**src/rtl/updown_counter_pkg.sv**
```systemverilog
// ============================================================================
// Module      : updown_counter_pkg
// Description : Shared types and next-count arithmetic for updown_counter_param.
// Revision    : 1.0 - initial release
// ============================================================================
`default_nettype none

package updown_counter_pkg;

  typedef enum logic {
    DIR_DOWN = 1'b0,
    DIR_UP   = 1'b1
  } dir_e;

  localparam logic MODE_WRAP = 1'b0;
  localparam logic MODE_SAT  = 1'b1;

  // Wide enough for a 32-bit count plus carry, and for MODULUS = 2**32.
  localparam int CNT_WIDE_W = 33;
  typedef logic [CNT_WIDE_W-1:0] cnt_wide_t;

  typedef struct packed {
    cnt_wide_t value;
    logic      boundary;
  } next_t;

  // Caller guarantees count < modulus and step < modulus.
  function automatic next_t next_count(
    input cnt_wide_t count,
    input cnt_wide_t step,
    input dir_e      dir,
    input cnt_wide_t modulus,
    input logic      sat
  );
    next_t     r;
    cnt_wide_t max_v;
    cnt_wide_t sum;
    max_v      = modulus - cnt_wide_t'(1);
    sum        = count + step;
    r.value    = count;
    r.boundary = 1'b0;
    if (dir == DIR_UP) begin
      if (sum > max_v) begin
        r.boundary = 1'b1;
        r.value    = sat ? max_v : (sum - modulus);
      end else begin
        r.value = sum;
      end
    end else if (step > count) begin
      r.boundary = 1'b1;
      r.value    = sat ? '0 : (count + modulus - step);
    end else begin
      r.value = count - step;
    end
    return r;
  endfunction

endpackage

`default_nettype wire

```
**src/rtl/updown_counter_param.sv**
```systemverilog
// ============================================================================
// Module      : updown_counter_param
// Description : Parametrised up/down counter with wrap/saturate, load and
//               boundary-event pulse plus sticky overflow/underflow flags.
// Revision    : 1.0 - initial release
// ============================================================================
`default_nettype none

module updown_counter_param
  import updown_counter_pkg::*;
#(
  parameter int        WIDTH    = 8,
  parameter logic [32:0] MODULUS = 33'd1 << WIDTH,
  parameter int        STEP_W   = 4,
  parameter bit        SATURATE = 1'b0,
  parameter logic [32:0] INIT   = 33'd0
) (
  input  logic              clk,
  input  logic              rst,
  input  logic              en,
  input  logic              up_down,
  input  logic [STEP_W-1:0] step,
  input  logic              load,
  input  logic [WIDTH-1:0]  load_val,
  input  logic              clr_flags,
  output logic [WIDTH-1:0]  count,
  output logic              bound_pulse,
  output logic              ovf,
  output logic              unf,
  output logic              step_err,
  output logic              zero
);

  localparam cnt_wide_t        c_max    = MODULUS - cnt_wide_t'(1);
  localparam logic [WIDTH-1:0] c_max_n  = c_max[WIDTH-1:0];
  localparam logic [WIDTH-1:0] c_init_n = INIT[WIDTH-1:0];
  localparam logic             c_mode   = SATURATE ? MODE_SAT : MODE_WRAP;

  logic [WIDTH-1:0] count_q, count_d;
  logic             bound_q, bound_d;
  logic             ovf_q, ovf_d;
  logic             unf_q, unf_d;
  logic             step_err_q, step_err_d;

  cnt_wide_t step_wide;
  next_t     nc;
  logic      unused_nc_hi;

  assign step_wide    = cnt_wide_t'(step);
  assign unused_nc_hi = ^nc.value[CNT_WIDE_W-1:WIDTH];

  always_comb begin
    nc         = next_count(cnt_wide_t'(count_q), step_wide, dir_e'(up_down), MODULUS, c_mode);
    count_d    = count_q;
    bound_d    = 1'b0;
    step_err_d = 1'b0;
    ovf_d      = ovf_q;
    unf_d      = unf_q;

    if (clr_flags) begin
      ovf_d = 1'b0;
      unf_d = 1'b0;
    end

    if (load) begin
      count_d = (cnt_wide_t'(load_val) > c_max) ? c_max_n : load_val;
    end else if (en) begin
      // An oversized step is rejected outright rather than reduced modulo.
      if (step_wide >= MODULUS) begin
        step_err_d = 1'b1;
      end else begin
        count_d = nc.value[WIDTH-1:0];
        bound_d = nc.boundary;
        if (nc.boundary) begin
          if (up_down) ovf_d = 1'b1;
          else         unf_d = 1'b1;
        end
      end
    end
  end

  always_ff @(posedge clk) begin
    if (rst) begin
      count_q    <= c_init_n;
      bound_q    <= 1'b0;
      ovf_q      <= 1'b0;
      unf_q      <= 1'b0;
      step_err_q <= 1'b0;
    end else begin
      count_q    <= count_d;
      bound_q    <= bound_d;
      ovf_q      <= ovf_d;
      unf_q      <= unf_d;
      step_err_q <= step_err_d;
    end
  end

  assign count       = count_q;
  assign bound_pulse = bound_q;
  assign ovf         = ovf_q;
  assign unf         = unf_q;
  assign step_err    = step_err_q;
  assign zero        = (count_q == '0);

endmodule

`default_nettype wire

```
**config.mk**
```make
export PLATFORM = sky130hd
export DESIGN_NAME = updown_counter_param
export DESIGN_NICKNAME = d
export VERILOG_FILES = /design/src/rtl/updown_counter_pkg.sv /design/src/rtl/updown_counter_param.sv
export SDC_FILE = /design/constraint.sdc
export NUM_CORES = 1
export LEC_CHECK = 0
export CORE_UTILIZATION = 45
export CTS_CLUSTER_DIAMETER = 150
export CTS_CLUSTER_SIZE = 20
export DETAILED_ROUTE_END_ITERATION = 10
export DONT_BUFFER_PORTS = 1
export MAX_ROUTING_LAYER = met4
export PLACE_DENSITY = 0.58
export SYNTH_ARGS = -nofsm -noshare
export SYNTH_HDL_FRONTEND = slang
export SYNTH_SLANG_ARGS = --single-unit
```
**constraint.sdc**
```tcl
create_clock -name clk -period 2.7 [get_ports clk]
set_clock_uncertainty 0.05 [all_clocks]
set_input_delay 0.27 -clock clk [delete_from_list [all_inputs] [get_ports clk]]
set_output_delay 0.27 -clock clk [all_outputs]
set_load 0.01 [all_outputs]
```
Word-level counts from Yosys, hierarchy flattened --
Index checks and enable logic that the tools add are counted.
Word-level totals: flip-flop bits (word level) 12, word-level logic and storage cells 41
Operators by class: $add $sub $neg 5, magnitude comparators 3, equality and inequality tests 1, muxes and demuxes 21, bitwise logic cells 1, reduce and logical (&&, ||, !) cells 5
Operators with widths (count):
- 8-bit two-way mux | 5
- 8-bit by 4-bit subtractor with 8-bit output | 2
- 1-bit two-way mux | 15
- 8-bit by 4-bit adder with 9-bit output | 1
- 4-bit by 9-bit >= comparator with 1-bit output, second input constant | 1
- 9-bit by 8-bit > comparator with 1-bit output, second input constant | 1
- 9-bit two-way mux | 1
- 8-bit by 1-bit adder with 8-bit output, second input constant | 1
- 4-bit by 8-bit > comparator with 1-bit output | 1
- 8-bit zero test | 1
- 8-bit by 1-bit subtractor with 8-bit output, second input constant | 1
- 4-bit OR reduction | 1
- 3-bit OR reduction | 1
- 2-bit != test, second input constant | 1
- 2-bit AND reduction | 1
- 2-bit nonzero test | 1
- 1-bit inverter | 1

Longest topological paths before layout --
Gate-level depths: netlist (run 1).
word-level depth 8, mapped depth 8, depth with buffers taken out 8

Worst setup path after synthesis (run 1) --
No wires, ideal clock.
kind register to register, from register count_q[0], in the netlist count[0], to register count_q[4], in the netlist count[4], setup time 86 ps, data arrival time 1821 ps, path slack 743 ps, stages on the path, launching flop included 8, buffers on the path 0, path through dfxtp_1 > ha_1 > fa_1 > nor2b_1 > o311a_1 > o21ai_0 > xor2_1 > a211oi_1
Between the ends: longest elaborated chain between the ends 7
Ends and longest elaborated chain:
- start, declared | line updown_counter_param.sv:39 | logic [WIDTH-1:0] count_q, count_d;
- start signal, assigned | line updown_counter_param.sv:84 | count_q <= c_init_n;
- start signal, assigned | line updown_counter_param.sv:90 | count_q <= count_d;
- 8-bit by 1-bit adder with 8-bit output / 8-bit by 4-bit adder with 9-bit output (equally long branches) | line updown_counter_pkg.sv:51, updown_counter_pkg.sv:39
- 8-bit by 4-bit subtractor with 8-bit output (tied with other cells) | line updown_counter_pkg.sv:51 | r.value = sat ? '0 : (count + modulus - step);
- 8-bit two-way mux, on equally long branches | line updown_counter_pkg.sv:49, updown_counter_pkg.sv:43
- 9-bit two-way mux (*) | line updown_counter_pkg.sv:42 | if (dir == DIR_UP) begin
- 8-bit two-way mux (*) | line updown_counter_param.sv:69 | if (step_wide >= MODULUS) begin
- 8-bit two-way mux (*) | line updown_counter_param.sv:67 | end else if (en) begin
- 8-bit two-way mux (*) | line updown_counter_param.sv:65 | if (load) begin
Every way passes the cells marked *; elsewhere a longest branch is shown, timed or not. The select of a mux whose other input is x is not followed. A chain may end at the register's enable or synchronous reset.

Final worst setup path (run 1) --
Same ends and word-level chain as after synthesis.

==> impl_results.html, run 1 <==
<table>
<tr><th>Metric</th><th>Value</th></tr>
<tr><th colspan="2">Status</th></tr>
<tr><td>Status</td><td>completed</td></tr>
<tr><th colspan="2">Synthesis</th></tr>
<tr><td>Post-synth ARST share</td><td>0%</td></tr>
<tr><td>Dominant synthesized flop cell</td><td>sky130_fd_sc_hd__dfxtp_1</td></tr>
<tr><td>Gate Count Post-Synth</td><td>117</td></tr>
<tr><td>Post-Syn Area per Cell</td><td>8.05 um^2</td></tr>
<tr><td>Post-synthesis cell area</td><td>942 um^2</td></tr>
<tr><td>Sequential fraction of the synthesis area</td><td>23.4%</td></tr>
<tr><td>Synthesized Nets</td><td>145</td></tr>
<tr><td>Most numerous cell in the Yosys netlist</td><td>sky130_fd_sc_hd__nor2_1</td></tr>
<tr><td>Register bit count reported by yosys</td><td>11</td></tr>
<tr><td>Number of warning messages in the yosys log</td><td>0</td></tr>
<tr><td>Area fraction of the dominant cell type after synthesis</td><td>23.4%</td></tr>
<tr><td>Cell types occupying the most area after synthesis</td><td>sky130_fd_sc_hd__dfxtp_1 23%, sky130_fd_sc_hd__ha_1 11%, sky130_fd_sc_hd__a211oi_1 5.6%</td></tr>
<tr><td>Leading cell types by count after synthesis</td><td>14 x sky130_fd_sc_hd__nor2_1, 11 x sky130_fd_sc_hd__dfxtp_1, 8 x sky130_fd_sc_hd__ha_1, 7 x sky130_fd_sc_hd__a211oi_1, 7 x sky130_fd_sc_hd__a21oi_1</td></tr>
<tr><td>Number of flops mapped to enable cells by yosys</td><td>0</td></tr>
<tr><td>Most area-hungry cell type in the Yosys netlist</td><td>sky130_fd_sc_hd__dfxtp_1</td></tr>
<tr><td>Synth unique cells</td><td>43</td></tr>
<tr><th colspan="2">Critical path</th></tr>
<tr><td>Required time of the critical path</td><td>2840 ps</td></tr>
<tr><td>Slack of the worst reg-to-reg path</td><td>520 ps</td></tr>
<tr><td>Largest fanout on the critical path</td><td>5</td></tr>
<tr><td>Crit path launch type</td><td>flip-flop</td></tr>
<tr><td>Setup crit end kind</td><td>flip-flop</td></tr>
<tr><td>Category of the critical setup timing path</td><td>flip-flop to flip-flop</td></tr>
<tr><td>Arrival time at the worst endpoint</td><td>2320 ps</td></tr>
<tr><th colspan="2">Die</th></tr>
<tr><td>Placeable core region</td><td>1960 um^2</td></tr>
<tr><td>Starting utilization of the core area</td><td>48.0%</td></tr>
<tr><td>Height of the chip</td><td>47.8 um</td></tr>
<tr><td>Rows</td><td>16</td></tr>
<tr><td>Die area</td><td>2280 um^2</td></tr>
<tr><td>Overall die width</td><td>47.8 um</td></tr>
<tr><td>I/O pins</td><td>31</td></tr>
<tr><th colspan="2">Global routing</th></tr>
<tr><td>Antenna violations before repair</td><td>0</td></tr>
<tr><td>Total gr overflow</td><td>0</td></tr>
<tr><td>Overall fraction of global-route tracks in use</td><td>20.9%</td></tr>
<tr><td>Wire length of the first global-routing pass</td><td>3140 um</td></tr>
<tr><td>Largest net degree at the start of global routing</td><td>17</td></tr>
<tr><td>Number of global-route vias before repair</td><td>669</td></tr>
<tr><th colspan="2">Timing</th></tr>
<tr><td>Final Max Tran Viols</td><td>0</td></tr>
<tr><td>Post-layout minimum cycle time</td><td>2180 ps</td></tr>
<tr><td>Fmax</td><td>0.459 GHz</td></tr>
<tr><td>Final count of negative-setup-slack endpoints</td><td>0</td></tr>
<tr><td>Final-report hold violation count</td><td>0</td></tr>
<tr><td>Final total negative setup slack</td><td>0 ps</td></tr>
<tr><td>Setup repair after global routing missed its margin</td><td>false</td></tr>
<tr><td>Tcrit/Tclk final</td><td>80.7%</td></tr>
<tr><th colspan="2">Detailed routing</th></tr>
<tr><td>Length of the first detailed-routing pass in iterations</td><td>4</td></tr>
<tr><td>Final ANT Viol Nets</td><td>0</td></tr>
<tr><td>DRC marker count from the first detailed-route iteration</td><td>23</td></tr>
<tr><td>Number of vias per cell</td><td>5.80</td></tr>
<tr><td>DRC errors left</td><td>0</td></tr>
<tr><td>Total wirelength of the detailed-routed design</td><td>2140 um</td></tr>
<tr><td>Routed WL per cell</td><td>15.0 um</td></tr>
<tr><td>Via count</td><td>829</td></tr>
<tr><th colspan="2">Layout</th></tr>
<tr><td>Final #Nets</td><td>145</td></tr>
<tr><td>Number of inserted diodes</td><td>0</td></tr>
<tr><td>Filler cell count in the final layout</td><td>220</td></tr>
<tr><td>Synth-to-layout area growth</td><td>3.72%</td></tr>
<tr><td>Layout cell share with drive strength beyond 1</td><td>7.76%</td></tr>
<tr><td>Utilization after layout</td><td>49.8%</td></tr>
<tr><th colspan="2">Pwr</th></tr>
<tr><td>Worst ir drop on vdd</td><td>0.245 mV</td></tr>
<tr><td>Pleak</td><td>0.392 nW</td></tr>
<tr><td>Total power per unit cell area</td><td>433 nW/um^2</td></tr>
<tr><th colspan="2">CTS</th></tr>
<tr><td>Bufs on Longest Clock Path</td><td>2</td></tr>
<tr><td>Post-CTS Hold Buffers</td><td>0</td></tr>
<tr><td>CTS clk-pin slew, worst paths</td><td>70 ps</td></tr>
<tr><td>TritonCTS clock tree</td><td>built</td></tr>
<tr><td>CTS resizes</td><td>0</td></tr>
<tr><td>CTS HTree Levels</td><td>1</td></tr>
<tr><td>Latest clock arrival within the worst-skew pair</td><td>270 ps</td></tr>
<tr><td>CTS Buf Count</td><td>3</td></tr>
<tr><td>Number of clock sinks</td><td>11</td></tr>
<tr><td>Clk Tree Root Cell</td><td>sky130_fd_sc_hd__clkbuf_4</td></tr>
<tr><td>Number of post-CTS setup repair buffers</td><td>0</td></tr>
<tr><th colspan="2">Placed design</th></tr>
<tr><td>Buffers added on ports</td><td>0</td></tr>
<tr><td>Routability congestion estimate from global placement</td><td>0.757</td></tr>
<tr><td>Final HPWL DP</td><td>1620 um</td></tr>
<tr><th colspan="2">Min path</th></tr>
<tr><td>Worst hold path class</td><td>input port to flip-flop</td></tr>
<tr><th colspan="2">Flow run</th></tr>
<tr><td>Max-cap check violation count</td><td>0</td></tr>
</table>
## per-stage QoR
step	hold slack [ps]	power, W	setup WS [ps]	area (um^2)	instances
global route	1.58	0.000451	382	977	143
finish	5.94	0.000423	520	977	143
CTS	1.50	0.000424	512	967	142
detailed placement	293	0.000310	549	941	138
global placement	292	0.000309	553	941	138
floorplan	365	0.000297	743	942	117
## report_power, final
group,internal [W],switching [W],total (W)
registers,0.000174,0.0000254,0.000199
clock network,0.0000573,0.0000563,0.000114
logic,0.0000538,0.0000564,0.000110
total,0.000285,0.000138,0.000423
## final timing paths
path	startpoint	end	cells after the start
min reg2reg	unf	unf	2
max reg2reg	count[0]	count[4]	7
max	count[0]	count[4]	7
min	rst	unf	1
## layout by cell type, fill, tap and decap left out, types with 2 or more instances in the layout
master,instances
sky130_fd_sc_hd__a211oi_1,7
sky130_fd_sc_hd__a21boi_0,2
sky130_fd_sc_hd__a21oi_1,7
sky130_fd_sc_hd__a31oi_1,2
sky130_fd_sc_hd__and3_2,2
sky130_fd_sc_hd__clkbuf_4,3
sky130_fd_sc_hd__dfxtp_1,11
sky130_fd_sc_hd__fa_1,2
sky130_fd_sc_hd__ha_1,8
sky130_fd_sc_hd__inv_1,6
sky130_fd_sc_hd__mux2i_1,2
sky130_fd_sc_hd__nand2_1,4
sky130_fd_sc_hd__nand2b_1,4
sky130_fd_sc_hd__nand3b_1,2
sky130_fd_sc_hd__nor2_1,14
sky130_fd_sc_hd__nor2b_1,4
sky130_fd_sc_hd__nor3_1,4
sky130_fd_sc_hd__nor4_1,2
sky130_fd_sc_hd__o21ai_0,5
sky130_fd_sc_hd__or4_1,2
sky130_fd_sc_hd__xor2_1,3
## area by class of cell
class | instances | area, um^2 | area share, %
inverters | 7 | 26.3 | 2.69
clock buffers | 4 | 26.3 | 2.69
well taps | 27 | 33.8 | 3.46
flip-flops and latches | 11 | 220 | 22.5
multi-input cells | 93 | 661 | 67.6
repair buffers | 1 | 10.0 | 1.02
## metal layers
metal | vias up | wire length (um) | share of wire [%] | GRT usage, %
met4 | 0 | 14 | 0.65 | 3.33
li1 | 423 | - | - | -
met1 | 379 | 1020 | 48 | 28.1
met5 | - | 0 | 0 | -
met3 | 4 | 149 | 6.9 | 9.06
met2 | 23 | 956 | 45 | 29.2
## registers in the layout, summed over array words and instances (netlist names)
signal / flops
unf: 1
bound_pulse: 1
ovf: 1
count: 8
## kinds of logic (layout without fill, tap and decap cells)
family	count (synthesis)	after routing	share of synthesized area, %
AOI/OAI and AO/OA	30	30	21.2
muxes	2	2	2.12
other	1	1	0.398
DFF	11	11	23.4
buffers and inverters	13	12	6.51
and+or+nand+nor	46	46	27.8
adders and majority gates	10	10	14.9
xor gates and xnor gates	4	4	3.72
## critical path: stages (launching register included)
cell and delay [ps]:
sky130_fd_sc_hd__dfxtp_1 380, sky130_fd_sc_hd__ha_1 230, sky130_fd_sc_hd__fa_1 390, sky130_fd_sc_hd__nor2b_1 150, sky130_fd_sc_hd__o311a_1 350, sky130_fd_sc_hd__o21ai_0 230, sky130_fd_sc_hd__xor2_1 100, sky130_fd_sc_hd__a211oi_1 220
No activity file was read; power rests on OpenSTA's default activity.
==> run 2: changes to the inputs <==
Settings changed: PLACE_DENSITY 0.58 to 0.6.
Clock period 2.7 ns to 1.9 ns, I/O delays scaled along.
==> impl_results.html, run 2 (synthesis gave the netlist of run 1 again) <==
<table>
<tr><th>Metric</th><th>Value</th></tr>
<tr><th colspan="2">Pwr</th></tr>
<tr><td>P_sw</td><td>0.000225 W</td></tr>
<tr><td>Net Sw Frac</td><td>33.0%</td></tr>
<tr><td>Share of power burned in the clock network</td><td>23.9%</td></tr>
<tr><td>Fraction of power consumed by combinational cells</td><td>37.9%</td></tr>
<tr><td>Worst ir drop on vdd</td><td>0.413 mV</td></tr>
<tr><td>Proportion of power drawn by flip-flops and latches</td><td>38.2%</td></tr>
<tr><td>Cell internal power dissipation</td><td>0.000457 W</td></tr>
<tr><td>Pleak</td><td>0.466 nW</td></tr>
<tr><td>Total power per unit cell area</td><td>569 nW/um^2</td></tr>
<tr><td>Overall power after layout</td><td>0.000682 W</td></tr>
<tr><th colspan="2">Critical path</th></tr>
<tr><td>Setup crit end kind</td><td>flip-flop</td></tr>
<tr><td>Startpoint of the most critical setup path</td><td>count[0]</td></tr>
<tr><td>Category of the critical setup timing path</td><td>flip-flop to flip-flop</td></tr>
<tr><td>Crit path launch type</td><td>flip-flop</td></tr>
<tr><td>R2R Path Start</td><td>count[0]</td></tr>
<tr><td>Arrival time at the worst endpoint</td><td>2120 ps</td></tr>
<tr><td>Largest fanout on the critical path</td><td>3</td></tr>
<tr><td>Required time of the critical path</td><td>2040 ps</td></tr>
<tr><th colspan="2">Detailed routing</th></tr>
<tr><td>Final ANT Viol Nets</td><td>0</td></tr>
<tr><td>Total wirelength of the detailed-routed design</td><td>2420 um</td></tr>
<tr><td>Number of vias per cell</td><td>5.74</td></tr>
<tr><td>Length of the first detailed-routing pass in iterations</td><td>4</td></tr>
<tr><td>DRC marker count from the first detailed-route iteration</td><td>33</td></tr>
<tr><td>Via count</td><td>895</td></tr>
<tr><td>DRC errors left</td><td>0</td></tr>
<tr><td>Routed WL per cell</td><td>15.5 um</td></tr>
<tr><th colspan="2">Timing</th></tr>
<tr><td>Final count of negative-setup-slack endpoints</td><td>1</td></tr>
<tr><td>Final Max Tran Viols</td><td>0</td></tr>
<tr><td>Fmax</td><td>0.507 GHz</td></tr>
<tr><td>Worst hold slack across all endpoints</td><td>-77.4 ps</td></tr>
<tr><td>Setup repair after global routing missed its margin</td><td>true</td></tr>
<tr><td>Tcrit/Tclk final</td><td>104%</td></tr>
<tr><td>Final-report hold violation count</td><td>8</td></tr>
<tr><td>Worst path setup slack after routing</td><td>-71.3 ps</td></tr>
<tr><td>Post-layout minimum cycle time</td><td>1970 ps</td></tr>
<tr><th colspan="2">Min path</th></tr>
<tr><td>Worst hold path class</td><td>input port to flip-flop</td></tr>
<tr><td>Worst Hold Launch</td><td>rst</td></tr>
<tr><th colspan="2">Global routing</th></tr>
<tr><td>Total gr overflow</td><td>0</td></tr>
<tr><td>Largest net degree at the start of global routing</td><td>17</td></tr>
<tr><td>Overall fraction of global-route tracks in use</td><td>23.4%</td></tr>
<tr><td>Number of global-route vias before repair</td><td>843</td></tr>
<tr><td>Wire length of the first global-routing pass</td><td>3570 um</td></tr>
<tr><td>Antenna violations before repair</td><td>0</td></tr>
<tr><th colspan="2">Layout</th></tr>
<tr><td>Utilization after layout</td><td>61.2%</td></tr>
<tr><td>Synth-to-layout area growth</td><td>27.4%</td></tr>
<tr><td>Number of inserted diodes</td><td>0</td></tr>
<tr><td>Layout cell share with drive strength beyond 1</td><td>31.8%</td></tr>
<tr><td>Filler cell count in the final layout</td><td>198</td></tr>
<tr><td>Final #Nets</td><td>158</td></tr>
<tr><td>Non-filler cells in the finished layout</td><td>156</td></tr>
<tr><td>Most frequent cells in the layout</td><td>14 x sky130_fd_sc_hd__nor2_1, 11 x sky130_fd_sc_hd__buf_4, 8 x sky130_fd_sc_hd__dfxtp_1</td></tr>
<tr><td>Flip-flop count of the largest register, all copies and words added</td><td>8</td></tr>
<tr><td>Most frequent standard cell in the layout excluding fill and tap cells</td><td>sky130_fd_sc_hd__nor2_1</td></tr>
<tr><th colspan="2">CTS</th></tr>
<tr><td>CTS HTree Levels</td><td>1</td></tr>
<tr><td>TritonCTS clock tree</td><td>built</td></tr>
<tr><td>Number of clock sinks</td><td>11</td></tr>
<tr><td>Bufs on Longest Clock Path</td><td>2</td></tr>
<tr><td>Post-CTS Hold Buffers</td><td>1</td></tr>
<tr><td>CTS Buf Count</td><td>3</td></tr>
<tr><td>CTS clk-pin slew, worst paths</td><td>70 ps</td></tr>
<tr><td>Clk Tree Root Cell</td><td>sky130_fd_sc_hd__clkbuf_4</td></tr>
<tr><td>Latest clock arrival within the worst-skew pair</td><td>270 ps</td></tr>
<tr><th colspan="2">Placed design</th></tr>
<tr><td>Placed insts</td><td>151</td></tr>
<tr><td>Buffers added on ports</td><td>0</td></tr>
<tr><td>Final HPWL DP</td><td>1800 um</td></tr>
<tr><td>Routability congestion estimate from global placement</td><td>0.893</td></tr>
<tr><td>Dpl ws</td><td>-133 ps</td></tr>
<tr><th colspan="2">Die</th></tr>
<tr><td>I/O pins</td><td>31</td></tr>
<tr><td>Overall die width</td><td>47.8 um</td></tr>
<tr><td>Height of the chip</td><td>47.8 um</td></tr>
<tr><td>Placeable core region</td><td>1960 um^2</td></tr>
<tr><td>Rows</td><td>16</td></tr>
<tr><td>Starting utilization of the core area</td><td>48.0%</td></tr>
<tr><td>Die area</td><td>2280 um^2</td></tr>
<tr><th colspan="2">Status</th></tr>
<tr><td>Status</td><td>finished, violations left</td></tr>
<tr><td>Failing checks</td><td>negative hold slack, negative setup slack</td></tr>
<tr><th colspan="2">Flow run</th></tr>
<tr><td>Max-cap check violation count</td><td>0</td></tr>
</table>
## run 2: cell types whose count changed in the layout (fill, tap and decap cells not counted), sizes merged
cell | before | now
buf | 0 | 13
## run 2: final cells by class
| type | instances | area [um^2] | share of cell area [%] |
|---|---|---|---|
| Tap cell | 27 | 33.8 | 2.82 |
| Clock buffer | 4 | 26.3 | 2.19 |
| Inverter | 7 | 26.3 | 2.19 |
| Sequential cell | 11 | 226 | 18.9 |
| Multi-Input combinational cell | 93 | 772 | 64.3 |
| Timing Repair Buffer | 14 | 115 | 9.59 |
## run 2: power groups by stage
stage	Sequential (W)	Clock, W	Combinational, W
finish	0.000261	0.000163	0.000259
global placement	0.000264	0	0.000214
floorplan	0.000277	0	0.000146
CTS	0.000260	0.000164	0.000245
global route	0.000263	0.000175	0.000283
detailed placement	0.000265	0	0.000216
## run 2: timing repair
item	CTS	global route
hold endpoints to repair	9	8
setup buffers	1	0
pin swaps	8	10
setup endpoints to repair	3	5
resized for setup	16	11
## run 2: metrics by stage
step / setup TNS (ps) / area [um^2]
after floorplan: 0 / 948
after global placement: -271 / 1040
after detailed placement: -333 / 1040
after CTS: -45.2 / 1160
after global routing: -214 / 1200
final: -71.3 / 1200
## run 2: final timing paths
path	slack, ps	cells after the start	endpoint
worst max register to register	-70	7	count[6]
worst min register to register	460	2	unf
worst min-delay path	-80	1	count[1]
worst max-delay path	-70	7	count[6]
## run 2: per-layer routing
layer | up-vias | global-route usage, % | wire length, um
met1 | 413 | 31.4 | 1120
li1 | 447 | - | -
met2 | 31 | 35.7 | 1120
met3 | 4 | 6.79 | 166
met5 | - | - | 0
met4 | 0 | 3.33 | 17
## run 2: worst max-delay path, cell delays in order (launching register included)
cell	delay (ps)
sky130_fd_sc_hd__dfxtp_4	360
sky130_fd_sc_hd__ha_4	160
sky130_fd_sc_hd__fa_2	350
sky130_fd_sc_hd__nor2b_4	140
sky130_fd_sc_hd__o311a_4	330
sky130_fd_sc_hd__a32oi_2	190
sky130_fd_sc_hd__xor2_1	90
sky130_fd_sc_hd__a211oi_1	220
==> run 3: changes to the inputs <==
Settings changed: PLACE_DENSITY 0.6 to unset, PLACE_DENSITY_LB_ADDON set to 0.3.
==> impl_results.html, run 3 (synthesis gave the netlist of run 1 again) <==
<table>
<tr><th>Metric</th><th>Value</th></tr>
<tr><th colspan="2">Timing</th></tr>
<tr><td>Setup repair after global routing missed its margin</td><td>true</td></tr>
<tr><td>Final count of negative-setup-slack endpoints</td><td>1</td></tr>
<tr><td>Tcrit/Tclk final</td><td>101%</td></tr>
<tr><td>Final-report hold violation count</td><td>8</td></tr>
<tr><td>Post-layout minimum cycle time</td><td>1910 ps</td></tr>
<tr><td>Worst hold slack across all endpoints</td><td>-72.6 ps</td></tr>
<tr><td>Fmax</td><td>0.524 GHz</td></tr>
<tr><td>Final Max Tran Viols</td><td>0</td></tr>
<tr><td>Worst path setup slack after routing</td><td>-10.2 ps</td></tr>
<tr><th colspan="2">Detailed routing</th></tr>
<tr><td>DRC errors left</td><td>0</td></tr>
<tr><td>Routed WL per cell</td><td>15.7 um</td></tr>
<tr><td>Number of vias per cell</td><td>5.83</td></tr>
<tr><td>Length of the first detailed-routing pass in iterations</td><td>5</td></tr>
<tr><td>Final ANT Viol Nets</td><td>0</td></tr>
<tr><td>Via count</td><td>927</td></tr>
<tr><td>Total wirelength of the detailed-routed design</td><td>2490 um</td></tr>
<tr><td>DRC marker count from the first detailed-route iteration</td><td>17</td></tr>
<tr><th colspan="2">CTS</th></tr>
<tr><td>Number of clock sinks</td><td>11</td></tr>
<tr><td>CTS HTree Levels</td><td>1</td></tr>
<tr><td>CTS clk-pin slew, worst paths</td><td>70 ps</td></tr>
<tr><td>Latest clock arrival within the worst-skew pair</td><td>270 ps</td></tr>
<tr><td>Post-CTS Hold Buffers</td><td>1</td></tr>
<tr><td>Bufs on Longest Clock Path</td><td>2</td></tr>
<tr><td>CTS Buf Count</td><td>3</td></tr>
<tr><td>TritonCTS clock tree</td><td>built</td></tr>
<tr><td>Clk Tree Root Cell</td><td>sky130_fd_sc_hd__clkbuf_4</td></tr>
<tr><th colspan="2">Pwr</th></tr>
<tr><td>Pleak</td><td>0.480 nW</td></tr>
<tr><td>Worst ir drop on vdd</td><td>0.455 mV</td></tr>
<tr><td>Total power per unit cell area</td><td>571 nW/um^2</td></tr>
<tr><th colspan="2">Die</th></tr>
<tr><td>Overall die width</td><td>47.8 um</td></tr>
<tr><td>Height of the chip</td><td>47.8 um</td></tr>
<tr><td>Placeable core region</td><td>1960 um^2</td></tr>
<tr><td>Die area</td><td>2280 um^2</td></tr>
<tr><td>Starting utilization of the core area</td><td>48.0%</td></tr>
<tr><td>Rows</td><td>16</td></tr>
<tr><td>I/O pins</td><td>31</td></tr>
<tr><th colspan="2">Status</th></tr>
<tr><td>Failing checks</td><td>negative hold slack, negative setup slack</td></tr>
<tr><td>Status</td><td>finished, violations left</td></tr>
<tr><th colspan="2">Critical path</th></tr>
<tr><td>Crit path launch type</td><td>flip-flop</td></tr>
<tr><td>Category of the critical setup timing path</td><td>flip-flop to flip-flop</td></tr>
<tr><td>Setup crit end kind</td><td>flip-flop</td></tr>
<tr><td>Slack of the worst reg-to-reg path</td><td>-10 ps</td></tr>
<tr><td>R2R Path Start</td><td>count[0]</td></tr>
<tr><td>Required time of the critical path</td><td>2040 ps</td></tr>
<tr><td>Critical-path cell list</td><td>ha_4, fa_2, nor2b_4, o311a_4, a32oi_2, xor2_1, a211oi_1</td></tr>
<tr><td>Arrival time at the worst endpoint</td><td>2050 ps</td></tr>
<tr><td>Largest fanout on the critical path</td><td>4</td></tr>
<tr><td>Startpoint of the most critical setup path</td><td>count[0]</td></tr>
<tr><td>Critical Path Max Stage Delay</td><td>360 ps</td></tr>
<tr><td>Crit-path slowest cell</td><td>sky130_fd_sc_hd__dfxtp_4</td></tr>
<tr><th colspan="2">Layout</th></tr>
<tr><td>Number of inserted diodes</td><td>0</td></tr>
<tr><td>Most frequent cells in the layout</td><td>16 x sky130_fd_sc_hd__buf_4, 14 x sky130_fd_sc_hd__nor2_1, 9 x sky130_fd_sc_hd__dfxtp_1</td></tr>
<tr><td>Utilization after layout</td><td>61.1%</td></tr>
<tr><td>Filler cell count in the final layout</td><td>201</td></tr>
<tr><td>Layout cell share with drive strength beyond 1</td><td>30.3%</td></tr>
<tr><td>Combined flip-flop and latch cell area</td><td>225 um^2</td></tr>
<tr><td>Synth-to-layout area growth</td><td>27.2%</td></tr>
<tr><td>Most frequent standard cell in the layout excluding fill and tap cells</td><td>sky130_fd_sc_hd__buf_4</td></tr>
<tr><td>Final #Nets</td><td>161</td></tr>
<tr><td>Non-filler cells in the finished layout</td><td>159</td></tr>
<tr><td>Flip-flop count of the largest register, all copies and words added</td><td>8</td></tr>
<tr><td>Multi-input gate area</td><td>757 um^2</td></tr>
<tr><th colspan="2">Min path</th></tr>
<tr><td>Worst Hold Launch</td><td>rst</td></tr>
<tr><td>Worst hold path class</td><td>input port to flip-flop</td></tr>
<tr><th colspan="2">Placed design</th></tr>
<tr><td>Routability congestion estimate from global placement</td><td>0.845</td></tr>
<tr><td>Placed insts</td><td>153</td></tr>
<tr><td>Buffers added on ports</td><td>0</td></tr>
<tr><td>Final HPWL DP</td><td>1830 um</td></tr>
<tr><td>Dpl ws</td><td>-95.1 ps</td></tr>
<tr><th colspan="2">Global routing</th></tr>
<tr><td>Total gr overflow</td><td>0</td></tr>
<tr><td>Number of global-route vias before repair</td><td>792</td></tr>
<tr><td>Antenna violations before repair</td><td>0</td></tr>
<tr><td>Largest net degree at the start of global routing</td><td>17</td></tr>
<tr><td>Overall fraction of global-route tracks in use</td><td>23.0%</td></tr>
<tr><td>Wire length of the first global-routing pass</td><td>3410 um</td></tr>
<tr><th colspan="2">Flow run</th></tr>
<tr><td>Max-cap check violation count</td><td>0</td></tr>
</table>
-- run 3: changes by cell type in the layout (fill, tap and decap cells not counted), sizes merged --
cell | previous run | this run
buf | 13 | 16
-- run 3: power by group --
group	switching [W]	internal, W	total, W	leakage [nW]
clock network	0.0000806	0.0000813	0.000162	0.0150
registers	0.0000146	0.000247	0.000261	0.0916
logic	0.000129	0.000132	0.000261	0.373
-- run 3: worst max-delay path, delay by kind of cell, from the launching register on --
kind	cells	cell delay, ps
AOI/OAI and AO/OA	3	700
adders and majority gates	2	500
DFF	1	360
and+or+nand+nor	1	140
xor gates and xnor gates	1	90
-- run 3: final cells by class --
cell class | instances | area share (%)
inverter | 7 | 2.19
clock buffer | 4 | 2.19
timing repair buffer | 17 | 10.9
multi-input combinational | 93 | 63.2
tap | 27 | 2.82
sequential | 11 | 18.8
-- run 3: final timing paths --
check | depth (start not counted) | to
min reg2reg | 2 | unf
max reg2reg | 7 | count[6]
min | 1 | count[1]
max | 7 | count[6]
-- run 3: timing repair --
item                                    4_1_cts  5_1_grt
resized for setup                            14        6
endpoints found under the setup margin        3        5
pin swaps                                     2        3
hold endpoints to repair                      9        8
buffers inserted                              1        0
-- run 3: metal layers --
metal	part of all wire, %	vias to the layer above	GRT usage, %
li1	-	453	-
met1	43	435	28.1
met2	50	37	37.6
met3	6.6	2	7.55
met4	0.32	0	3.33
met5	0	-	-
-- run 3: metrics by stage --
stage / total power, W / setup TNS, ps / cell area, um^2 / hold slack, ps
final: 0.000684 / -10.2 / 1200 / -72.6
after global routing: 0.000726 / -121 / 1200 / -83.2
after CTS: 0.000664 / -10.5 / 1160 / -78.5
after detailed placement: 0.000485 / -238 / 1060 / 212
after global placement: 0.000481 / -193 / 1060 / 211
after floorplan: 0.000423 / 0 / 948 / 285
